[config.mk]
export PLATFORM = sky130hd
export DESIGN_NAME = subtrator_sequencial
export DESIGN_NICKNAME = d
export VERILOG_FILES = /design/src/rtl/subtrator_sequencial_pkg.sv /design/src/rtl/subtrator_digito.sv /design/src/rtl/subtrator_sequencial.sv
export SDC_FILE = /design/constraint.sdc
export NUM_CORES = 1
export LEC_CHECK = 0
export BUFFER_PORTS_ARGS = -buffer_cell sky130_fd_sc_hd__buf_2
export CORE_ASPECT_RATIO = 1.75
export CORE_MARGIN = 2
export CORE_UTILIZATION = 45
export DETAILED_ROUTE_END_ITERATION = 10
export HOLD_SLACK_MARGIN = 0.05
export PLACE_DENSITY = 0.63
export SKIP_LAST_GASP = 1
export SYNTH_ARGS = -nofsm -noshare
export SYNTH_HDL_FRONTEND = slang
export SYNTH_SLANG_ARGS = --single-unit
[constraint.sdc]
create_clock -name clk -period 3.6 [get_ports clk]
set_input_delay 0.36 -clock clk [delete_from_list [all_inputs] [get_ports clk]]
set_output_delay 0.36 -clock clk [all_outputs]
set_load 0.005 [all_outputs]
[src/rtl/subtrator_sequencial_pkg.sv]
// Shared definitions for the digit-serial subtractor: FSM state encodings
// and a helper that sizes the digit counter.
`ifndef SUBTRATOR_SEQUENCIAL_PKG_SV
`define SUBTRATOR_SEQUENCIAL_PKG_SV
package subtrator_sequencial_pkg;

   localparam logic [1:0] IDLE = 2'd0;
   localparam logic [1:0] CALC = 2'd1;
   localparam logic [1:0] DONE = 2'd2;

   // Counter width for n digits; a single-digit configuration still gets one bit.
   function automatic int cnt_width(input int n);
      return (n > 1) ? $clog2(n) : 1;
   endfunction

endpackage
`endif

[src/rtl/subtrator_digito.sv]
// Combinational DIGIT-bit ripple subtractor (d = a - b - b_in) assembled from
// half/full subtractor cells. Every bit, the LSB included, is a full cell so
// the incoming borrow chains across successive digits.

module meio_subtrator (
   input  logic a,
   input  logic b,
   output logic d,
   output logic b_out
);
   assign d     = a ^ b;
   assign b_out = ~a & b;
endmodule

module subtrator_completo (
   input  logic a,
   input  logic b,
   input  logic b_in,
   output logic d,
   output logic b_out
);
   logic d1;
   logic bo1;
   logic bo2;

   meio_subtrator u_ms0 (.a(a),  .b(b),    .d(d1), .b_out(bo1));
   meio_subtrator u_ms1 (.a(d1), .b(b_in), .d(d),  .b_out(bo2));

   assign b_out = bo1 | bo2;
endmodule

module subtrator_digito #(
   parameter int DIGIT = 2
) (
   input  logic [DIGIT-1:0] a,
   input  logic [DIGIT-1:0] b,
   input  logic             b_in,
   output logic [DIGIT-1:0] d,
   output logic             b_out
);
   logic [DIGIT:0] brw;

   assign brw[0] = b_in;

   genvar i;
   generate
      for (i = 0; i < DIGIT; i++) begin : g_bit
         subtrator_completo u_fs (
            .a     (a[i]),
            .b     (b[i]),
            .b_in  (brw[i]),
            .d     (d[i]),
            .b_out (brw[i+1])
         );
      end
   endgenerate

   assign b_out = brw[DIGIT];
endmodule

[src/rtl/subtrator_sequencial.sv]
// Digit-serial subtractor: S = A - B - C_in, DIGIT bits per clock, LSB digit
// first, reusing a single DIGIT-bit subtractor. Result and flags appear
// together when the operation completes and hold until the next one.
module subtrator_sequencial
   import subtrator_sequencial_pkg::*;
#(
   parameter int WIDTH = 8,
   parameter int DIGIT = 2
) (
   input  logic             clk,
   input  logic             rst_n,
   input  logic             start,
   input  logic [WIDTH-1:0] A,
   input  logic [WIDTH-1:0] B,
   input  logic             C_in,
   output logic             busy,
   output logic             done,
   output logic [WIDTH-1:0] S,
   output logic             C_out,
   output logic             V,
   output logic             Z
);

   localparam int N     = WIDTH / DIGIT;
   localparam int CNT_W = cnt_width(N);
   localparam logic [CNT_W-1:0] ULTIMO = CNT_W'(N - 1);

   logic [1:0]       estado;
   logic [CNT_W-1:0] cnt;
   logic [WIDTH-1:0] a_reg;
   logic [WIDTH-1:0] b_reg;
   logic [WIDTH-1:0] res_reg;
   logic             borrow;

   int               base;
   logic [DIGIT-1:0] dig_d;
   logic             dig_bo;
   logic [WIDTH-1:0] res_next;

   assign base = int'(cnt) * DIGIT;

   subtrator_digito #(.DIGIT(DIGIT)) u_digito (
      .a     (a_reg[base +: DIGIT]),
      .b     (b_reg[base +: DIGIT]),
      .b_in  (borrow),
      .d     (dig_d),
      .b_out (dig_bo)
   );

   // Partial result with the current digit merged in; S is loaded from this on the last digit.
   always_comb begin
      res_next              = res_reg;
      res_next[base +: DIGIT] = dig_d;
   end

   // FSM, operand capture, digit iteration and the registered result/flags.
   always_ff @(posedge clk) begin
      if (!rst_n) begin
         estado  <= IDLE;
         cnt     <= '0;
         a_reg   <= '0;
         b_reg   <= '0;
         res_reg <= '0;
         borrow  <= 1'b0;
         S       <= '0;
         C_out   <= 1'b0;
         V       <= 1'b0;
         Z       <= 1'b0;
      end else begin
         case (estado)
            IDLE: begin
               if (start) begin
                  a_reg   <= A;
                  b_reg   <= B;
                  borrow  <= C_in;
                  cnt     <= '0;
                  res_reg <= '0;
                  estado  <= CALC;
               end
            end
            CALC: begin
               res_reg <= res_next;
               borrow  <= dig_bo;
               if (cnt == ULTIMO) begin
                  estado <= DONE;
                  S      <= res_next;
                  C_out  <= dig_bo;
                  V      <= (a_reg[WIDTH-1] != b_reg[WIDTH-1]) &&
                            (res_next[WIDTH-1] != a_reg[WIDTH-1]);
                  Z      <= ~|res_next;
               end else begin
                  cnt <= cnt + 1'b1;
               end
            end
            DONE:    estado <= IDLE;
            default: estado <= IDLE;
         endcase
      end
   end

   assign busy = (estado != IDLE);
   assign done = (estado == DONE);

endmodule
# Word-level counts from Yosys, hierarchy flattened
# Index checks and enable logic that the tools add are counted.
dict set report word_totals {
  output_inout_bits 13
  input_bits 20
  register_bits 40
  wordCells 60
}
dict set report classes {
  bitwise 14
  n_reduce_logical 11
  shift 4
  add_sub_neg 2
  n_eq_ne 8
  mux 11
}
# operator n
set ops {}
lappend ops {{negation 3 -> 33 bit} 1}
lappend ops {{variable shift 2 x 33 -> 8 bit, first input constant} 1}
lappend ops {{variable part select 2 x 33 -> 8 bit} 1}
lappend ops {{one-hot mux 8 bit (2 select lines)} 1}
lappend ops {{variable part select 8 x 4 -> 2 bit} 2}
lappend ops {{bitwise mux 8 bit} 1}
lappend ops {{2-to-1 mux 2 bit} 4}
lappend ops {{2-to-1 mux 8 bit} 1}
lappend ops {{one-hot mux 2 bit (2 select lines)} 2}
lappend ops {{AND reduction 2 bit} 4}
lappend ops {{OR reduction 8 bit} 1}
lappend ops {{inequality test 2 bit, second input constant} 3}
lappend ops {{bitwise AND 1 bit} 4}
lappend ops {{== test 2 bit, second input constant} 2}
lappend ops {{inverter 1 bit} 4}
lappend ops {{nonzero test 2 bit} 2}
lappend ops {{XOR 1 bit} 4}
lappend ops {{AND reduction 3 bit} 1}
lappend ops {{adder 2 x 1 -> 2 bit, second input constant} 1}
lappend ops {{== test 2 x 1 -> 1 bit, second input constant} 1}
lappend ops {{logical NOT 2 bit} 1}
lappend ops {{inequality test 1 bit} 2}
lappend ops {{OR 1 bit} 2}
lappend ops {{one-hot mux 1 bit (2 select lines)} 1}
lappend ops {{3 further kinds} 3}

# Longest topological paths before layout
dict set report depth {
  depth_word 10
  mapped_depth 9
  depth_no_buf 8
}

# Cells and area by module
# From an unflattened synthesis, not the netlist that was laid out.
dict set report hier_totals {
  cells_unflattened 235
  area_unflattened_um2 2030.7
}
# mod seq_area_each_um2 area_each_um2 instances cells_per_inst
set modules_own_cells {}
lappend modules_own_cells {subtrator_sequencial 800.8 1938.1 1 221}
lappend modules_own_cells {meio_subtrator 0.0 20.0 4 3}
lappend modules_own_cells {subtrator_completo 0.0 6.3 2 1}

# Least setup slack after synthesis
# Ideal clock, no wire load.
dict set report synth_path {
  kind {register -> register}
  start {register cnt[0]}
  end {register V}
  setup_ps 74
  t_arrival_ps 2817
  setup_slack_ps 709
  n_path_buf 1
  path_stages_with_launch 9
  period_less_slack_ps 2891
  t_required_ps 3526
  cell_sequence {dfxtp_1 -> buf_6 -> mux4_2 -> fa_1 -> fa_1 -> nor2b_1 -> a31o_1 -> or3b_1 -> a31oi_1}
}
dict set report synth_via {
  elab_chain_len 10
  elab_cells_between_ends 19
  cone_classes {add/sub: 1; eq/ne: 2; shift: 4; mux: 1; bitwise: 9; reduce/logical: 2}
}
# element line_no
set synth_lines {}
lappend synth_lines {{start: declaration} subtrator_sequencial.sv:29} ;# logic [CNT_W-1:0] cnt;
lappend synth_lines {{start signal: assignment} subtrator_sequencial.sv:92} ;# cnt <= cnt + 1'b1;
lappend synth_lines {{variable part select 8 x 4 -> 2 bit (on tied branches)} {subtrator_sequencial.sv:43, subtrator_sequencial.sv:44}}
lappend synth_lines {{XOR 1 bit} subtrator_digito.sv:11} ;# assign d = a ^ b;
lappend synth_lines {{inverter 1 bit} subtrator_digito.sv:12} ;# assign b_out = ~a & b;
lappend synth_lines {{bitwise AND 1 bit} subtrator_digito.sv:12}
lappend synth_lines {{OR 1 bit} subtrator_digito.sv:29} ;# assign b_out = bo1 | bo2;
lappend synth_lines {{XOR 1 bit} subtrator_digito.sv:11}
lappend synth_lines {{variable part select 2 x 33 -> 8 bit} subtrator_sequencial.sv:53} ;# res_next[base +: DIGIT] = dig_d;
lappend synth_lines {{bitwise mux 8 bit} subtrator_sequencial.sv:53}
lappend synth_lines {{inequality test 1 bit} subtrator_sequencial.sv:89} ;# (res_next[WIDTH-1] != a_reg[WIDTH-1]);
lappend synth_lines {{logical AND 1 bit} subtrator_sequencial.sv:88} ;# V <= (a_reg[WIDTH-1] != b_reg[WIDTH-1]) &&
lappend synth_lines {{end signal: assignment} subtrator_sequencial.sv:88}
lappend synth_lines {{end: declaration} subtrator_sequencial.sv:20} ;# output logic V,
# Several ways; a longest one is shown, not always the timed one.
# A chain may end at the register's enable or synchronous reset.

# Worst setup path in the final report
# Ends and elaborated chain as after synthesis.

==> flow_summary.yaml <==
status:
  outcome: "completed"
setup_path:
  path_class: "register to register"
  arrival_ps: 3080
  cp-start-kind: "register"
  max_stage_delay_ps: 610
  cp_max_fo: 13
  crit_top_cell: "fa_1"
  path_buf_inv: 2
  critPathTopFamily: "adder cells"
  crit_path_end_kind: "register"
  required_ps: 3830
  cp_slowest_cell: "fa_1"
  reg2regPathDepth: 9
  cp_cell_sequence: "buf_4, mux4_2, inv_1, fa_1, fa_1, nor2b_1, a31o_1, or3b_1, a31oi_1"
  path_depth: 9
timing:
  final_max_slew_viol_count: 0
  hold_slack_ps: 294
  rsz0062_at_grt: "false"
  tns_ps: 0
  period_minus_slack_ps: 2850
  skew_ps: 6.77
  finalCritPeriodShare_pct: 79.2
  fmax_ghz: 0.351
  slew_headroom_pct: 20.3
  tightest_slew_ps: 1190
  hold_viol: 0
  setup_violations: 0
yosys:
  yosys_register_bits: 40
  synth_top_family_by_area: "simple AND/OR/NAND/NOR gates"
  yosysUniqueCellTypes: 36
  seq_area_frac_synth_pct: 41.3
  avgSynthCellArea_um2: 8.57
  yosys_warnings: 0
  muxShareOfSynthArea_pct: 4.65
  synth_compound_area_share_pct: 18.2
  syn_nets: 254
  synth_xor_area_share_pct: 0
  syn_inst: 226
  syn-cell-area_mm2: 0.00194
  synthAdderAreaFrac_pct: 5.94
  synth-simple-area-share_pct: 25.6
layout:
  fillers: 410
  stdcell_count: 305
  most-common-layout-cells: "nand2_1 (48), dfxtp_1 (40), buf_2 (32), a21oi_1 (29), nor2_1 (16)"
  final_nets: 283
  ff_latch_area_um2: 801
  num_antenna_cells: 0
  drive_gt1_share_pct: 21.5
  multi_input_area_mm2: 0.00106
  layout_commonest_cell: "nand2_1"
  syn_to_final_growth_pct: 14.1
drt:
  wire_per_inst_um: 14.0
  drtPass1Iterations: 4
  dr_wl_met3_um: 132
  drc_errors: 0
  postRouteAntennaNets: 0
  drt_wl_total_mm: 4.28
  vias: 1634
  drt_iter0_markers: 39
  vias_per_cell: 5.36
  wl_met1_mm: 1.76
  maxUsedRoutingLayer: "met4"
  wl_met2_mm: 2.29
clocking:
  insertion_delay_ps: 290
  numClockSinks: 40
  cts_resized: 0
  cts_buffer_depth: 2
  cts_setup_buffers: 0
  htreeDepth: 2
  cts_tree: "done"
  clk_pin_slew_ps: 80
  cts_inserted_buffers: 5
  holdBufCountCts: 0
  root_buffer: "clkbuf_8"
hold_path:
  hold_class: "input pin to register"
  min_path_cells: 3
floorplanning:
  die_y_um: 90.8
  initial_utilization_pct: 46.7
  dieArea_mm2: 0.00487
  fp-row-count: 31
  ios: 33
  die_w_um: 53.6
  coreArea_mm2: 0.00415
placed_design:
  io_buffers: 32
  dp_hpwl_mm: 3.16
  place_inst: 297
  gp_congestion: 0.883
power:
  pwr-share-comb_pct: 14.9
  intPower_w: 0.000670
  p_seq_share_pct: 51.3
  switchingPower_w: 0.000248
  powerDensity_mw_per_mm2: 415
  ir_worst_vdd_mv: 0.237
  swShare_pct: 27.0
  p_leak_nw: 0.860
  power_frac_clock_pct: 33.9
  totalPowerFinal_w: 0.000918
global_route:
  grt_max_degree: 40
  grt_first_pass_wirelength_mm: 7.31
  antenna_found_initial: 0
  grt_usage_pct: 20.1
  grt_pass1_vias: 1630
  overflow: 0
job:
  cap_violations: 0
-- logic make-up (layout without fill, tap and decap cells) --
family                     count (synthesis)  count (layout)
adders and majority gates                  8               8
muxes                                      4               4
DFF                                       40              40
buffers and inverters                     18              48
AOI/OAI and AO/OA                         57              57
and+or+nand+nor                           99              99
-- through the flow --
step / utilization (%) / worst slack [ps] / cell area [µm²]
6_report: 53.3 / 749 / 2210
5_1_grt: 53.3 / 629 / 2210
4_1_cts: 53.3 / 730 / 2210
3_5_place_dp: 51.0 / 748 / 2120
3_3_place_gp: 51.0 / 813 / 2120
2_1_floorplan: - / 709 / 1940
-- worst min-delay path, stage by stage --
cell and delay (ps):
buf_2 90, nand2_1 40, a21oi_1 50
-- worst paths after layout --
path / startpoint / endpoint / slack [ps]
setup / recovery: cnt[0] / V / 750
hold / removal: A[7] / a_reg[7] / 290
setup reg to reg: cnt[0] / V / 750
hold reg to reg: S[1] / S[1] / 460
-- power groups by stage --
stage / clock [W] / sequential [W] / combinational (W)
2_1_floorplan: 0 / 0.000476 / 0.000104
3_3_place_gp: 0 / 0.000480 / 0.000136
3_5_place_dp: 0 / 0.000481 / 0.000138
4_1_cts: 0.000315 / 0.000470 / 0.000138
5_1_grt: 0.000335 / 0.000472 / 0.000154
6_report: 0.000311 / 0.000470 / 0.000136
-- synth_stat cells --
library cell,number,area [µm²]
a2111oi_0,1,8.76
a211oi_1,4,30.0
a21oi_1,29,145
a22oi_1,2,15.0
a31o_1,1,8.76
a31oi_1,4,25.0
and2_1,1,6.26
buf_1,2,7.51
buf_2,4,20.0
buf_4,1,7.51
buf_6,1,11.3
clkbuf_1,4,15.0
dfxtp_1,40,801
fa_1,2,40.0
ha_1,6,75.1
inv_1,6,22.5
mux4_2,4,90.1
nand2_1,48,180
nand2b_1,1,6.26
nand3_1,7,35.0
nand3b_1,1,7.51
nor2_1,16,60.1
nor2_2,1,6.26
nor2b_1,13,81.3
nor2b_4,1,13.8
nor3_1,1,5.00
nor3b_1,2,15.0
nor3b_2,4,50.1
o21ai_0,9,45.0
o21bai_1,1,7.51
o221ai_1,1,8.76
o221ai_2,1,15.0
o22a_1,3,26.3
o41ai_2,1,16.3
or3b_1,2,17.5
or3b_4,1,11.3
-- per-layer routing --
metal,global-route usage (%),vias to the layer above
li1,-,835
met1,22.3,753
met2,35.0,35
met3,3.64,11
met4,9.19,0
met5,0,-
-- area by class of cell --
class	instances	area share [%]
Timing Repair Buffer	34	7.92
Sequential cell	40	36.2
Multi-Input combinational cell	168	47.8
Clock inverter	1	0.340
Clock buffer	7	3.90
Inverter	6	1.02
Tap cell	49	2.77
(Power assumes the default switching activity.)
